<file path="config.mk">
export PLATFORM = sky130hd
export DESIGN_NAME = writeback_arbiter
export DESIGN_NICKNAME = d
export VERILOG_FILES = /design/src/rtl/writeback_arbiter_pkg.sv /design/src/rtl/writeback_arbiter_slot.sv /design/src/rtl/writeback_arbiter.sv
export SDC_FILE = /design/constraint.sdc
export NUM_CORES = 1
export LEC_CHECK = 0
export ABC_AREA = 1
export CORE_UTILIZATION = 30
export DETAILED_ROUTE_END_ITERATION = 7
export GPL_TIMING_DRIVEN = 0
export PLACE_DENSITY = 0.6
export REMOVE_ABC_BUFFERS = 1
export SLEW_MARGIN = 25
export SYNTH_ARGS = -nofsm -noshare
export SYNTH_HDL_FRONTEND = slang
export SYNTH_SLANG_ARGS = --single-unit
</file>
<file path="constraint.sdc">
create_clock -name clk -period 4.6 [get_ports clk]
set_input_delay 1.38 -clock clk [delete_from_list [all_inputs] [get_ports clk]]
set_output_delay 1.38 -clock clk [all_outputs]
set_load 0.005 [all_outputs]
</file>
<file path="src/rtl/writeback_arbiter_pkg.sv">
// Shared types and constants for the writeback stage: result request layout
// and the source identifiers used by the round-robin pointer.
package wb_pkg;

  localparam int XLEN       = 32;
  localparam int REG_ADDR_W = 5;
  localparam int NUM_REGS   = 32;

  typedef struct packed {
    logic [REG_ADDR_W-1:0] rd;
    logic [XLEN-1:0]       dat;
  } wb_req_t;

  typedef enum logic {
    SRC_ALU = 1'b0,
    SRC_LSU = 1'b1
  } wb_src_e;

endpackage

</file>
<file path="src/rtl/writeback_arbiter_slot.sv">
// One-entry holding slot between a result producer and the writeback arbiter.
// Ready depends only on registered occupancy, the grant and flush, never on valid.
module wb_slot
  import wb_pkg::*;
(
  input  logic    clk,
  input  logic    rst,
  input  logic    i_flush,
  input  logic    i_valid,
  output logic    o_ready,
  input  wb_req_t i_req,
  input  logic    i_grant,
  output logic    o_occupied,
  output wb_req_t o_req
);

  logic    r_occ;
  wb_req_t r_req;
  logic    w_capture;

  // A slot being drained this cycle can be refilled on the same edge.
  assign o_ready   = ~i_flush & (~r_occ | i_grant);
  assign w_capture = i_valid & o_ready;

  // NOTE: sequential state uses non-blocking assignments so every flop samples
  // pre-edge values regardless of block ordering.
  always_ff @(posedge clk or posedge rst) begin
    if (rst) begin
      r_occ <= 1'b0;
      // NOTE: the payload is reset too; it is a single register, not a memory
      // array, so the cost is trivial and it keeps write_addr/write_dat defined.
      r_req <= '0;
    end else if (i_flush) begin
      r_occ <= 1'b0;
    end else if (w_capture) begin
      r_occ <= 1'b1;
      r_req <= i_req;
    end else if (i_grant) begin
      r_occ <= 1'b0;
    end
  end

  assign o_occupied = r_occ;
  assign o_req      = r_req;

endmodule

</file>
<file path="src/rtl/writeback_arbiter.sv">
// Writeback stage: two result slots (ALU, LSU) drained round-robin into a
// registered register-file write port, plus a pending-destination mask for decode.
module writeback_arbiter #(
  parameter int XLEN       = wb_pkg::XLEN,
  parameter int REG_ADDR_W = wb_pkg::REG_ADDR_W,
  parameter int NUM_REGS   = wb_pkg::NUM_REGS
) (
  input  logic                  clk,
  input  logic                  rst,
  input  logic                  flush,
  input  logic                  alu_valid,
  output logic                  alu_ready,
  input  logic [REG_ADDR_W-1:0] alu_rd,
  input  logic [XLEN-1:0]       alu_dat,
  input  logic                  lsu_valid,
  output logic                  lsu_ready,
  input  logic [REG_ADDR_W-1:0] lsu_rd,
  input  logic [XLEN-1:0]       lsu_dat,
  output logic                  write_en,
  output logic [REG_ADDR_W-1:0] write_addr,
  output logic [XLEN-1:0]       write_dat,
  output logic [NUM_REGS-1:0]   pending_mask
);

  wb_pkg::wb_req_t w_alu_in, w_lsu_in;
  wb_pkg::wb_req_t w_alu_req, w_lsu_req, w_win_req;
  logic            w_alu_occ, w_lsu_occ;
  logic            w_alu_grant, w_lsu_grant, w_any_grant;
  logic [NUM_REGS-1:0] w_pending;

  wb_pkg::wb_src_e       r_last_grant;
  logic                  r_write_en;
  logic [REG_ADDR_W-1:0] r_write_addr;
  logic [XLEN-1:0]       r_write_dat;

  assign w_alu_in = '{rd: alu_rd, dat: alu_dat};
  assign w_lsu_in = '{rd: lsu_rd, dat: lsu_dat};

  wb_slot u_alu_slot (
    .clk        (clk),
    .rst        (rst),
    .i_flush    (flush),
    .i_valid    (alu_valid),
    .o_ready    (alu_ready),
    .i_req      (w_alu_in),
    .i_grant    (w_alu_grant),
    .o_occupied (w_alu_occ),
    .o_req      (w_alu_req)
  );

  wb_slot u_lsu_slot (
    .clk        (clk),
    .rst        (rst),
    .i_flush    (flush),
    .i_valid    (lsu_valid),
    .o_ready    (lsu_ready),
    .i_req      (w_lsu_in),
    .i_grant    (w_lsu_grant),
    .o_occupied (w_lsu_occ),
    .o_req      (w_lsu_req)
  );

  // On a tie the source that did not win last time goes first.
  assign w_alu_grant = w_alu_occ & (~w_lsu_occ | (r_last_grant == wb_pkg::SRC_LSU));
  assign w_lsu_grant = w_lsu_occ & ~w_alu_grant;
  assign w_any_grant = w_alu_grant | w_lsu_grant;
  assign w_win_req   = w_alu_grant ? w_alu_req : w_lsu_req;

  always_ff @(posedge clk or posedge rst) begin
    if (rst) begin
      r_last_grant <= wb_pkg::SRC_LSU;
      r_write_en   <= 1'b0;
      r_write_addr <= '0;
      r_write_dat  <= '0;
    end else begin
      r_write_en <= 1'b0;
      if (!flush && w_any_grant) begin
        r_write_en   <= (w_win_req.rd != '0);
        r_write_addr <= w_win_req.rd;
        r_write_dat  <= w_win_req.dat;
        r_last_grant <= w_alu_grant ? wb_pkg::SRC_ALU : wb_pkg::SRC_LSU;
      end
    end
  end

  // NOTE: every bit gets a default before the conditional sets, so no latch
  // is inferred for the mask.
  always_comb begin
    w_pending = '0;
    if (w_alu_occ) w_pending[w_alu_req.rd] = 1'b1;
    if (w_lsu_occ) w_pending[w_lsu_req.rd] = 1'b1;
    w_pending[0] = 1'b0;
  end

  assign pending_mask = w_pending;
  assign write_en     = r_write_en;
  assign write_addr   = r_write_addr;
  assign write_dat    = r_write_dat;

  // Upstream promises at most one in-flight result per architectural register.
  a_unique_rd: assert property (@(posedge clk) disable iff (rst)
    !(w_alu_occ && w_lsu_occ && (w_alu_req.rd == w_lsu_req.rd) && (w_alu_req.rd != '0)));

endmodule

</file>
# After elaboration in Yosys (flattened, before gate mapping)
# Cells that the tools add are included.
word_totals:
  register_bits: 115
  latchBits: 0
  ramBits: 0
  romBits: 0
  in_bits: 79
  out_inout_bits: 72
  elab_cells: 53
  n_memories: 0
classes:
  add_sub_neg: 0
  mul: 0
  div: 0
  order_cmp: 4
  n_eq_ne: 0
  n_shift: 0
  mux: 15
  bitwise: 15
  reduce_logical: 9
op_table:
  columns: ["operator", "n"]
  rows:
  - ["32-bit 2-to-1 mux", 2]
  - ["37-bit 2-to-1 mux", 1]
  - ["32-bit bitwise OR", 1]
  - ["5-bit by 6-bit less-than comparator with 1-bit output (second input constant)", 2]
  - ["1-bit demux with 5-bit select", 2]
  - ["5-bit by 1-bit greater-or-equal comparator with 1-bit output (second input constant)", 2]
  - ["1-bit 2-to-1 mux", 10]
  - ["1-bit AND", 6]
  - ["3-bit nonzero test", 2]
  - ["5-bit nonzero test", 1]
  - ["1-bit inverter", 4]
  - ["1-bit bitwise OR", 4]
  - ["2-bit AND reduction", 2]
  - ["1-bit logical AND", 3]
  - ["1-bit logical NOT", 1]

# Longest topological paths before layout
# Gate-level depths: netlist of the first run.
depth:
  depth_word: 10
  mapped_depth: 11
  ltp_nobuf: 10

# Modules after synthesis
# Synthesis of the first run repeated with hierarchy kept, for this count alone.
hier_totals:
  hier_cells: 666
  hier_area_um2: 5652.9
modules_own_cells:
  columns: ["mod", "instances", "cells_per_inst", "area_each_um2", "seq_area_each_um2"]
  rows:
  - ["wb_slot", 2, 172, 1692.9, 950.9]
  - ["writeback_arbiter", 1, 322, 2267.2, 977.2]

# Worst setup path before layout of the first run
# No wires, ideal clock.
synth_path:
  path_kind: "input to output"
  start: "in flush"
  end: "out alu_ready"
  t_arrival_ps: 1823
  required_ps: 3220
  path_slack_ps: 1397
  stages: 4
  n_path_buf: 1
  cell_sequence: "inv_1 -> o21ai_1 -> inv_2 -> buf_2"
synth_between:
  elab_chain_cells: 2
synth_rtl:
  columns: ["item", "line", "rtl"]
  rows:
  - ["start, declared", "writeback_arbiter.sv:10", "input logic flush,"]
  - ["1-bit inverter (no line)", null, null]
  - ["1-bit AND", "writeback_arbiter_slot.sv:22", "assign o_ready = ~i_flush & (~r_occ | i_grant);"]
  - ["end, declared", "writeback_arbiter.sv:12", "output logic alu_ready,"]
# No other way between the ends.

# Final worst setup path of the first run
# Ends and elaborated chain as after synthesis.

==> run metrics, run 1 <==
TritonCTS clock tree yes; endpoints failing setup 0; Detail Route met2 WL 7600 microns; CP required 3.22 ns; Synth area leaders dfrtp_1, nand2_1, nand3_1; most common cell in the synthesized netlist nand2_1; Final #Nets 861; largest family of logic cells by synthesized area simple AND/OR/NAND/NOR gates; GRT Residual Overflow 0; P&R area growth vs syn 43.7%; first-pass GRT wire length 25,600 microns; Top-Level Pins 151; Fill cells 1,744; Worst-Skew Late Latency 0.41 ns; CTS Sinks 115; R2R depth 9; met3 wire length 724 microns; Tightest Hold Check Type register to register; adder-cell share of the synthesized area 0%; Post-Synth Simple-Gate Area 28.5%; pwr/cell area 436 nW/um^2; gpl congestion 0.848; Max-slew headroom 32.2%; Synth Warn # 0; Post-CTS Hold Fix Bufs 0; CORE AREA 17,200 sq um; r2r setup slk 2.14 ns; post-synth top area share 54.2%; Mapped Area 5260 sq um; initial antenna violation count 0; layout cells sized above 1 6.42%; fraction of registers with async set/reset 100%; Detailed Routing Iterations Pass 1 5; Starting DRT DRC Count 268; Cell Area, Placed 6920 sq um; Worst Path Arrival 3.09 ns; Post-Syn Instances 649; DR DRC count 0; min cycle time layout 4.47 ns; status finished, final reports clean; Chip Width 134 microns; leak pwr 3.41 nW; Met1 Wirelength 7390 microns; Synth cell types 23; slowest stage delay, CP 0.57 ns; critical path class input port to primary output; dpl ws -0.118 ns; row count 48; mux cell area share after synthesis 0%; full die area 18,100 sq um; Slowest-stage cell, CP clkdlybuf4s50_1; R2R Path End u_lsu_slot.o_req[15]; Avg Cell Area, Syn 8.10 sq um; Worst Tran Pin Value 1.01 ns; critical path launch point flush; vias in the first global route 4,833; Post-Synth XOR/XNOR Area 0%; max-slew violations 0; clock buffer depth 2; RSZ-0062 raised after global routing false; crit path to alu_ready; routed length per instance 15.5 microns; compound-cell area share of the yosys netlist 10.7%; Max-cap violations 0; final worst slack 0.126 ns; total power 3.30 mW; I/O Buffers 149; largest net degree at the start of global routing 71; CTS root buffer clkbuf_16; Post-synth EDFFs 0; CP most frequent cell clkdlybuf4s50_1; Highest Signal Layer met4; ANT cells 0; Crit. End Element primary output; largest area contributor in the netlist dfrtp_1; total CTS buffers 17; fmax 224 MHz; final instance area 7550 sq um; Final Cycle Share 97.3%; main flop type after synthesis dfrtp_1; most instantiated cells after synthesis nand2_1, dfrtp_1, nand3_1; vias per cell 4.82; vias 4,920; crit path launch type input port; GRT Util Overall 18.5%; final WL 15,800 microns; Seq/Total Area, Yosys 54.7%; worst r2r src u_lsu_slot.o_occupied; hpwl dp 9890 microns; htree depth 4; Chip Height 134 microns; number of nets with antenna violations after routing 0; CP Max Fanout 34; post-synthesis register bit count 115; CP Cell Sequence clkdlybuf4s50_1 > inv_1 > o21ai_1 > inv_6 > clkdlybuf4s50_1; Initial Utilization 30.5%; clock slew at reported path FFs 0.05 ns; Final Skew 0.00841 ns; Final Hold Viols 0; Peak supply drop 240 uV
==> repair_timing <==
item / CTS / global route
resized for setup: 1 / 3
cloned: 0 / 0
setup endpoints to repair: 1 / 2
buffers inserted: 0 / 0
==> critical path, delay by kind of cell <==
| family | cells | cell delay [ns] |
|---|---|---|
| buffers and inverters | 4 | 1.53 |
| AOI/OAI and AO/OA | 1 | 0.17 |
==> cells in the final DEF (no fill, tap or decap) <==
cell	Yosys	routed
dfrtp_1	114	114
nor3_1	9	9
nand2_8	0	1
buf_2	12	2
nand3_1	88	88
clkinv_2	0	4
o31ai_1	1	1
bufinv_16	0	4
clkbuf_1	14	1
dfstp_2	1	1
inv_6	0	2
inv_8	0	1
o21ai_4	0	1
o21ai_1	1	1
o22ai_1	2	2
clkinvlp_4	0	4
a21oi_1	70	70
nand2_2	3	3
buf_12	0	1
inv_1	19	18
conb_1	1	1
inv_4	2	1
o21ai_0	36	36
nand2_1	216	216
clkinv_4	0	2
nand2_4	3	2
clkbuf_16	0	17
inv_2	3	2
clkdlybuf4s50_1	0	147
buf_16	0	3
nor2_1	40	40
==> per-stage QoR <==
stage	hold slack, ns	utilization [%]	cells	TNS [ns]
global route	0.488	43.8	1020	0
detailed placement	0.459	40.2	988	-0.118
CTS	0.473	43.8	1020	0
finish	0.469	43.8	1020	0
global placement	0.455	39.5	984	-190.24
floorplan	0.442	-	610	0
==> where the power goes <==
group	leakage, nW	switching (mW)	internal, mW	total [mW]
sequential	1.39	0.111	1.19	1.30
clock	0.292	0.477	0.903	1.38
combinational	1.73	0.304	0.315	0.620
total	3.41	0.892	2.40	3.30
==> per-layer routing <==
| layer | vias to the layer above | global-route usage (%) |
|---|---|---|
| li1 | 2391 | - |
| met1 | 2370 | 25.1 |
| met2 | 144 | 29.7 |
| met3 | 15 | 4.23 |
| met4 | 0 | 4.62 |
| met5 | - | 0 |
==> cell families after synthesis <==
group                  count (synthesis)
AO/OA/AOI/OAI                        111
AND/OR/NAND/NOR                      359
flip-flops                           115
buffers and inverters                 63
other                                  1
==> area by class of cell <==
| class | count | area (sq um) | area share, % |
|---|---|---|---|
| clock buffers | 18 | 429 | 5.68 |
| clock inverters | 14 | 188 | 2.48 |
| inverters | 24 | 110 | 1.46 |
| multi-input cells | 471 | 2080 | 27.6 |
| flip-flops and latches | 115 | 2880 | 38.1 |
| well taps | 225 | 282 | 3.73 |
| repair buffers | 153 | 1580 | 21.0 |
==> state kept, by name, summed over array words and instances (netlist names) <==
name                   flops
r_last_grant               1
u_alu_slot.o_occupied      1
u_alu_slot.o_req          37
u_lsu_slot.o_occupied      1
u_lsu_slot.o_req          37
write_addr                 5
write_dat                 32
write_en                   1
==> worst min-delay path by stage <==
stage | from | to | slack, ns | cells past startpoint
6_report | u_lsu_slot.o_req[31] | u_lsu_slot.o_req[31] | 0.47 | 2
5_1_grt | u_alu_slot.o_req[1] | u_alu_slot.o_req[1] | 0.49 | 2
4_1_cts | u_lsu_slot.o_req[24] | u_lsu_slot.o_req[24] | 0.47 | 2
3_5_place_dp | u_lsu_slot.o_req[16] | u_lsu_slot.o_req[16] | 0.46 | 2
3_3_place_gp | u_lsu_slot.o_req[1] | u_lsu_slot.o_req[1] | 0.45 | 2
2_1_floorplan | u_lsu_slot.o_req[0] | u_lsu_slot.o_req[0] | 0.44 | 2
Note: power is estimated with default switching activity, not from simulation.
==> run 2: changes to the inputs <==
--- a/config.mk
+++ b/config.mk
@@ -7,8 +7,8 @@
 export LEC_CHECK = 0
 export ABC_AREA = 1
 export CORE_UTILIZATION = 30
+export CTS_CLUSTER_DIAMETER = 50
 export DETAILED_ROUTE_END_ITERATION = 7
-export GPL_TIMING_DRIVEN = 0
 export PLACE_DENSITY = 0.6
 export REMOVE_ABC_BUFFERS = 1
 export SLEW_MARGIN = 25
==> run 2 against run 1 <==
- die area stayed put
- flip-flop and latch count stayed put
- non-clock buffer count is 5 higher
- sequential power hardly changed
- critical endpoint unchanged
- first-iteration DRC count is 34% higher
- count of clock-buffer cells in the layout is 5 higher
- critical path type unchanged
==> run metrics, run 2 (same netlist as run 1, synthesis figures left out) <==
RSZ-0062 raised after global routing false; DR DRC count 0 (unchanged); final core occ 43.9% (+0.087 points); CP required 3.22 ns (about the same); Worst-Skew Late Latency 0.42 ns (about the same); placed cells 993 (+0.51%); hpwl dp 10,200 microns (+3.4%); R2R Path End u_lsu_slot.o_req[11]; Final Cycle Share 90.4% (-6.9 points); Detailed Routing Iterations Pass 1 4 (-1); first-pass GRT wire length 26,100 microns (+1.8%); Final Hold Viols 0 (unchanged); routed length per instance 15.8 microns (+1.9%); critical path class input port to primary output; hold depth 2 (unchanged); htree depth 4 (unchanged); total power 3.39 mW (+2.9%); vias per cell 4.84 (+0.38%); worst r2r src u_lsu_slot.o_occupied; number of setup buffers added after CTS 0 (unchanged); full die area 18,100 sq um (unchanged); I/O Buffers 149 (unchanged); ANT cells 0 (unchanged); endpoints failing setup 0 (unchanged); Peak supply drop 253 uV (+5.4%); Post-CTS Hold Fix Bufs 0 (unchanged); Chip Height 134 microns (unchanged); status finished, final reports clean; gpl congestion 0.825 (-2.8%); Top-Level Pins 151 (unchanged); Worst Tran Pin Value 0.971 ns (-0.0389 ns); Post-CTS Resized 0 (-1); crit path to alu_ready; clock slew at reported path FFs 0.05 ns (about the same); leak pwr 3.45 nW (+1.1%); final instance area 7570 sq um (+0.20%); Initial Utilization 30.5% (unchanged); most common cell after layout, fill and taps aside nand2_1; largest net degree at the start of global routing 63 (-11%); CP Max Fanout 5 (-85%); Chip Width 134 microns (unchanged); Max-slew headroom 34.8% (+2.6 points); number of nets with antenna violations after routing 0 (unchanged); row count 48 (unchanged); Cell Area, Placed 6900 sq um (-0.33%); Final #Nets 866 (+0.58%); crit path launch type input port; GRT Residual Overflow 0 (unchanged); GRT Util Overall 19.0% (+0.47 points); CORE AREA 17,200 sq um (unchanged); Max-cap violations 0 (unchanged); final WL 16,200 microns (+2.4%); pwr/cell area 448 nW/um^2 (+2.7%); fmax 240 MHz (+7.6%); P&R area growth vs syn 43.9%; max-slew violations 0 (unchanged); total CTS buffers 17 (unchanged); clock buffer depth 2 (unchanged); initial antenna violation count 0 (unchanged); Crit. End Element primary output; most frequent cells in the layout nand2_1, clkdlybuf4s50_1, dfrtp_1, nand3_1, a21oi_1; r2r setup slk 1.67 ns (-0.47 ns); R2R depth 10 (+1); Worst Path Arrival 2.78 ns (-0.31 ns); CTS Sinks 115 (unchanged); Starting DRT DRC Count 358 (+34%); vias 4,963 (+0.87%); min cycle time layout 4.16 ns (-0.316 ns); CTS root buffer clkbuf_16; critical path launch point flush; Tightest Hold Check Type register to register; Final Skew 0.0167 ns (+0.00830 ns); TritonCTS clock tree yes; layout cells sized above 1 6.88% (+0.46 points); Setup TNS Final 0 ns (unchanged); vias in the first global route 4,915 (+1.7%); final std cells w/o fill 1,025 (+0.49%)
-- run 2: final cells by class --
type                       count  area (sq um)
multi-input combinational    471          2070
clock buffer                  23           498
clock inverter                 9           173
fill                        1750          9670
timing repair buffer         158          1570
sequential                   115          2880
tap                          225           282
inverter                      24          97.6
-- run 2: power breakdown --
group | switching, mW | leakage, nW | internal [mW]
registers | 0.113 | 1.39 | 1.19
logic | 0.301 | 1.73 | 0.311
clock network | 0.450 | 0.329 | 1.03
total | 0.863 | 3.45 | 2.53
-- run 2: worst min path at each step --
stage	from	endpoint	slack, ns
2_1_floorplan	u_lsu_slot.o_req[0]	u_lsu_slot.o_req[0]	0.44
3_3_place_gp	u_lsu_slot.o_req[17]	u_lsu_slot.o_req[17]	0.46
3_5_place_dp	u_lsu_slot.o_req[10]	u_lsu_slot.o_req[10]	0.46
4_1_cts	u_lsu_slot.o_req[2]	u_lsu_slot.o_req[2]	0.47
5_1_grt	u_alu_slot.o_req[2]	u_alu_slot.o_req[2]	0.49
6_report	u_lsu_slot.o_req[13]	u_lsu_slot.o_req[13]	0.47
-- run 2: critical path, stage by stage --
cell and delay, ns:
clkdlybuf4s50_1 0.45, inv_1 0.16, o21ai_1 0.11, inv_2 0.15
clkdlybuf4s50_1 0.53
-- run 2: metal layers --
layer	vias to the layer above	track usage [%]	wire, microns
met1	2372	25.8	7590
met5	-	0	0
met3	17	3.29	834
met2	172	30.6	7590
met4	0	6.18	188
li1	2402	-	-
-- run 2: metrics by stage --
step / worst slack, ns / hold slack (ns)
after floorplan: 0.178 / 0.442
after global placement: 0.459 / 0.455
after detailed placement: 0.463 / 0.459
after CTS: 0.448 / 0.472
after global routing: 0.375 / 0.490
final: 0.442 / 0.468
==> run 3: changes to the inputs <==
--- a/config.mk
+++ b/config.mk
@@ -10,6 +10,7 @@
 export CTS_CLUSTER_DIAMETER = 50
 export DETAILED_ROUTE_END_ITERATION = 7
 export PLACE_DENSITY = 0.6
+export RECOVER_POWER = 100
 export REMOVE_ABC_BUFFERS = 1
 export SLEW_MARGIN = 25
 export SYNTH_ARGS = -nofsm -noshare
==> run 3 against run 2 <==
- total power down 1.1%
- combinational power decreased by 5.9%
- global-route usage stayed put
- the run now ends with max-capacitance violations, max-slew violations left
- routed wire length down 0.16%
- largest cell class unchanged
- hold slack gained 0.0017 ns
- worst setup slack got worse by 0.17 ns
- critical path depth stayed put
- register-to-register slack lost 0.83 ns
- sequential share of layout area rose by 0.24 points
- via count about the same
- clock skew down 0.0080 ns
==> run metrics, run 3 (same netlist as run 1, synthesis figures left out) <==
CP most frequent cell inv_1; crit path launch type input port; vias per cell 4.85 (about the same); Initial Utilization 30.5% (unchanged); critical path launch point flush; Worst Path Arrival 2.94 ns (+0.16 ns); Multi-input gate area 2040 sq um (-1.5%); Detailed Routing Iterations Pass 1 4 (unchanged); CORE AREA 17,200 sq um (unchanged); slowest stage delay, CP 0.58 ns (+0.05 ns); full die area 18,100 sq um (unchanged); ANT cells 0 (unchanged); CP required 3.22 ns (about the same); row count 48 (unchanged); CTS root buffer clkbuf_16; pwr/cell area 446 nW/um^2 (-0.49%); TritonCTS clock tree yes; Reg area 2880 sq um (unchanged); most frequent cells in the layout nand2_1, dfrtp_1, nand3_1, clkdlybuf4s50_1, a21oi_1; total power 3.35 mW (-1.1%); Post-CTS Hold Fix Bufs 0 (unchanged); status complete, but fails checks; GRT Util Overall 19.0% (unchanged); Crit. End Element primary output; P&R area growth vs syn 43.0%; Top-Level Pins 151 (unchanged); vias 4,967 (+0.081%); CTS Sinks 115 (unchanged); RSZ-0062 raised after global routing false; GRT Residual Overflow 0 (unchanged); htree depth 4 (unchanged); final instance area 7520 sq um (-0.63%); worst r2r src u_lsu_slot.o_occupied; Peak supply drop 254 uV (+0.52%); fmax 231 MHz (-3.8%); Post-CTS Resized 0 (unchanged); Slowest-stage cell, CP dlygate4sd3_1; most common cell after layout, fill and taps aside nand2_1; total CTS buffers 17 (unchanged); final WL 16,200 microns (-0.16%); Tightest Hold Check Type register to register; failing checks max-capacitance violations, max-slew violations; Chip Width 134 microns (unchanged); Worst Tran Pin Value 2.45 ns (+1.48 ns); leak pwr 3.53 nW (+2.4%); CP Max Fanout 5 (unchanged); Cell Area, Placed 6900 sq um (unchanged); Final #Nets 866 (unchanged); largest net degree at the start of global routing 63 (unchanged); Starting DRT DRC Count 320 (-11%); critical path class input port to primary output; I/O Buffers 149 (unchanged); Final Hold Viols 0 (unchanged); layout cells sized above 1 5.50% (-1.4 points); DR DRC count 0 (unchanged); number of setup buffers added after CTS 0 (unchanged); Max-cap violations 3 (+3); Final Skew 0.00873 ns (-0.00798 ns); cell family with most CP delay buffers and inverters; Setup TNS Final 0 ns (unchanged); HP Start u_lsu_slot.o_req[31]; final core occ 43.6% (-0.28 points); number of nets with antenna violations after routing 0 (unchanged); endpoints failing setup 0 (unchanged); gpl congestion 0.825 (unchanged); first-pass GRT wire length 26,100 microns (unchanged); Buf+Inv Stages, Crit Path 4 (unchanged); min cycle time layout 4.32 ns (+0.166 ns); vias in the first global route 4,915 (unchanged); routed length per instance 15.8 microns (-0.16%); Final Cycle Share 94.0% (+3.6 points); max-slew violations 146 (+146); hpwl dp 10,200 microns (unchanged); Chip Height 134 microns (unchanged); clock buffer depth 2 (unchanged); initial antenna violation count 0 (unchanged); clock slew at reported path FFs 0.05 ns (about the same); CP Cell Sequence dlygate4sd3_1 > inv_1 > o21ai_1 > inv_1 > clkdlybuf4s50_1; Max-slew headroom -63.3% (-98 points); Fill cells 1,761 (+0.63%); Worst-Skew Late Latency 0.41 ns (about the same)
run 3: cell types whose count changed in the layout (fill, tap and decap cells not counted), sizes merged:
cell and delta:
dlygate4sd3 +68, buf -4, clkbuf +4, clkdlybuf4s50 -68
run 3: cell type report:
type	count	share of cell area [%]
Tap cell	225	3.74
Clock buffer	23	6.62
Timing Repair Buffer	158	20.6
Inverter	24	1.26
Multi-Input combinational cell	471	27.2
Clock inverter	9	2.30
Sequential cell	115	38.3
run 3: layer usage:
layer  GRT usage, %  share of wire (%)  up-vias
li1               -                  -     2404
met1           25.8                 47     2381
met2           30.6                 47      164
met3           3.29                5.0       18
met4           6.18                1.2        0
met5              0                  0        -
run 3: path summary, 6_finish.rpt:
path	endpoint	cells past startpoint	slack (ns)
hold reg to reg	u_lsu_slot.o_req[31]	2	0.47
hold / removal	u_lsu_slot.o_req[31]	2	0.47
min in group asynchronous	write_dat[9]	2	2.27
setup / recovery	alu_ready	5	0.28
setup reg to reg	u_lsu_slot.o_req[18]	10	0.84
max in group asynchronous	u_lsu_slot.o_req[29]	2	0.91
run 3: per-stage QoR:
step | cells | setup slack (ns) | hold slack (ns)
floorplan | 610 | 0.178 | 0.442
global placement | 993 | 0.459 | 0.455
detailed placement | 993 | 0.463 | 0.459
CTS | 1025 | 0.448 | 0.472
global route | 1025 | 0.188 | 0.490
finish | 1025 | 0.276 | 0.469
run 3: power breakdown:
group	leakage, nW	switching (mW)	total, mW	internal, mW
Clock	0.329	0.452	1.48	1.03
Combinational	1.81	0.297	0.576	0.279
Sequential	1.39	0.108	1.30	1.19
run 3: worst reg2reg max path: stages (launching register included):
cell and delay (ns):
dfrtp_1 0.45, nand2_1 0.24, nand2_4 0.49, inv_4 0.31, nand2_1 0.19, nand2_2 0.09, inv_4 0.07, buf_4 0.40
nand2_1 1.02, nand2_1 0.32, nand2_1 0.07
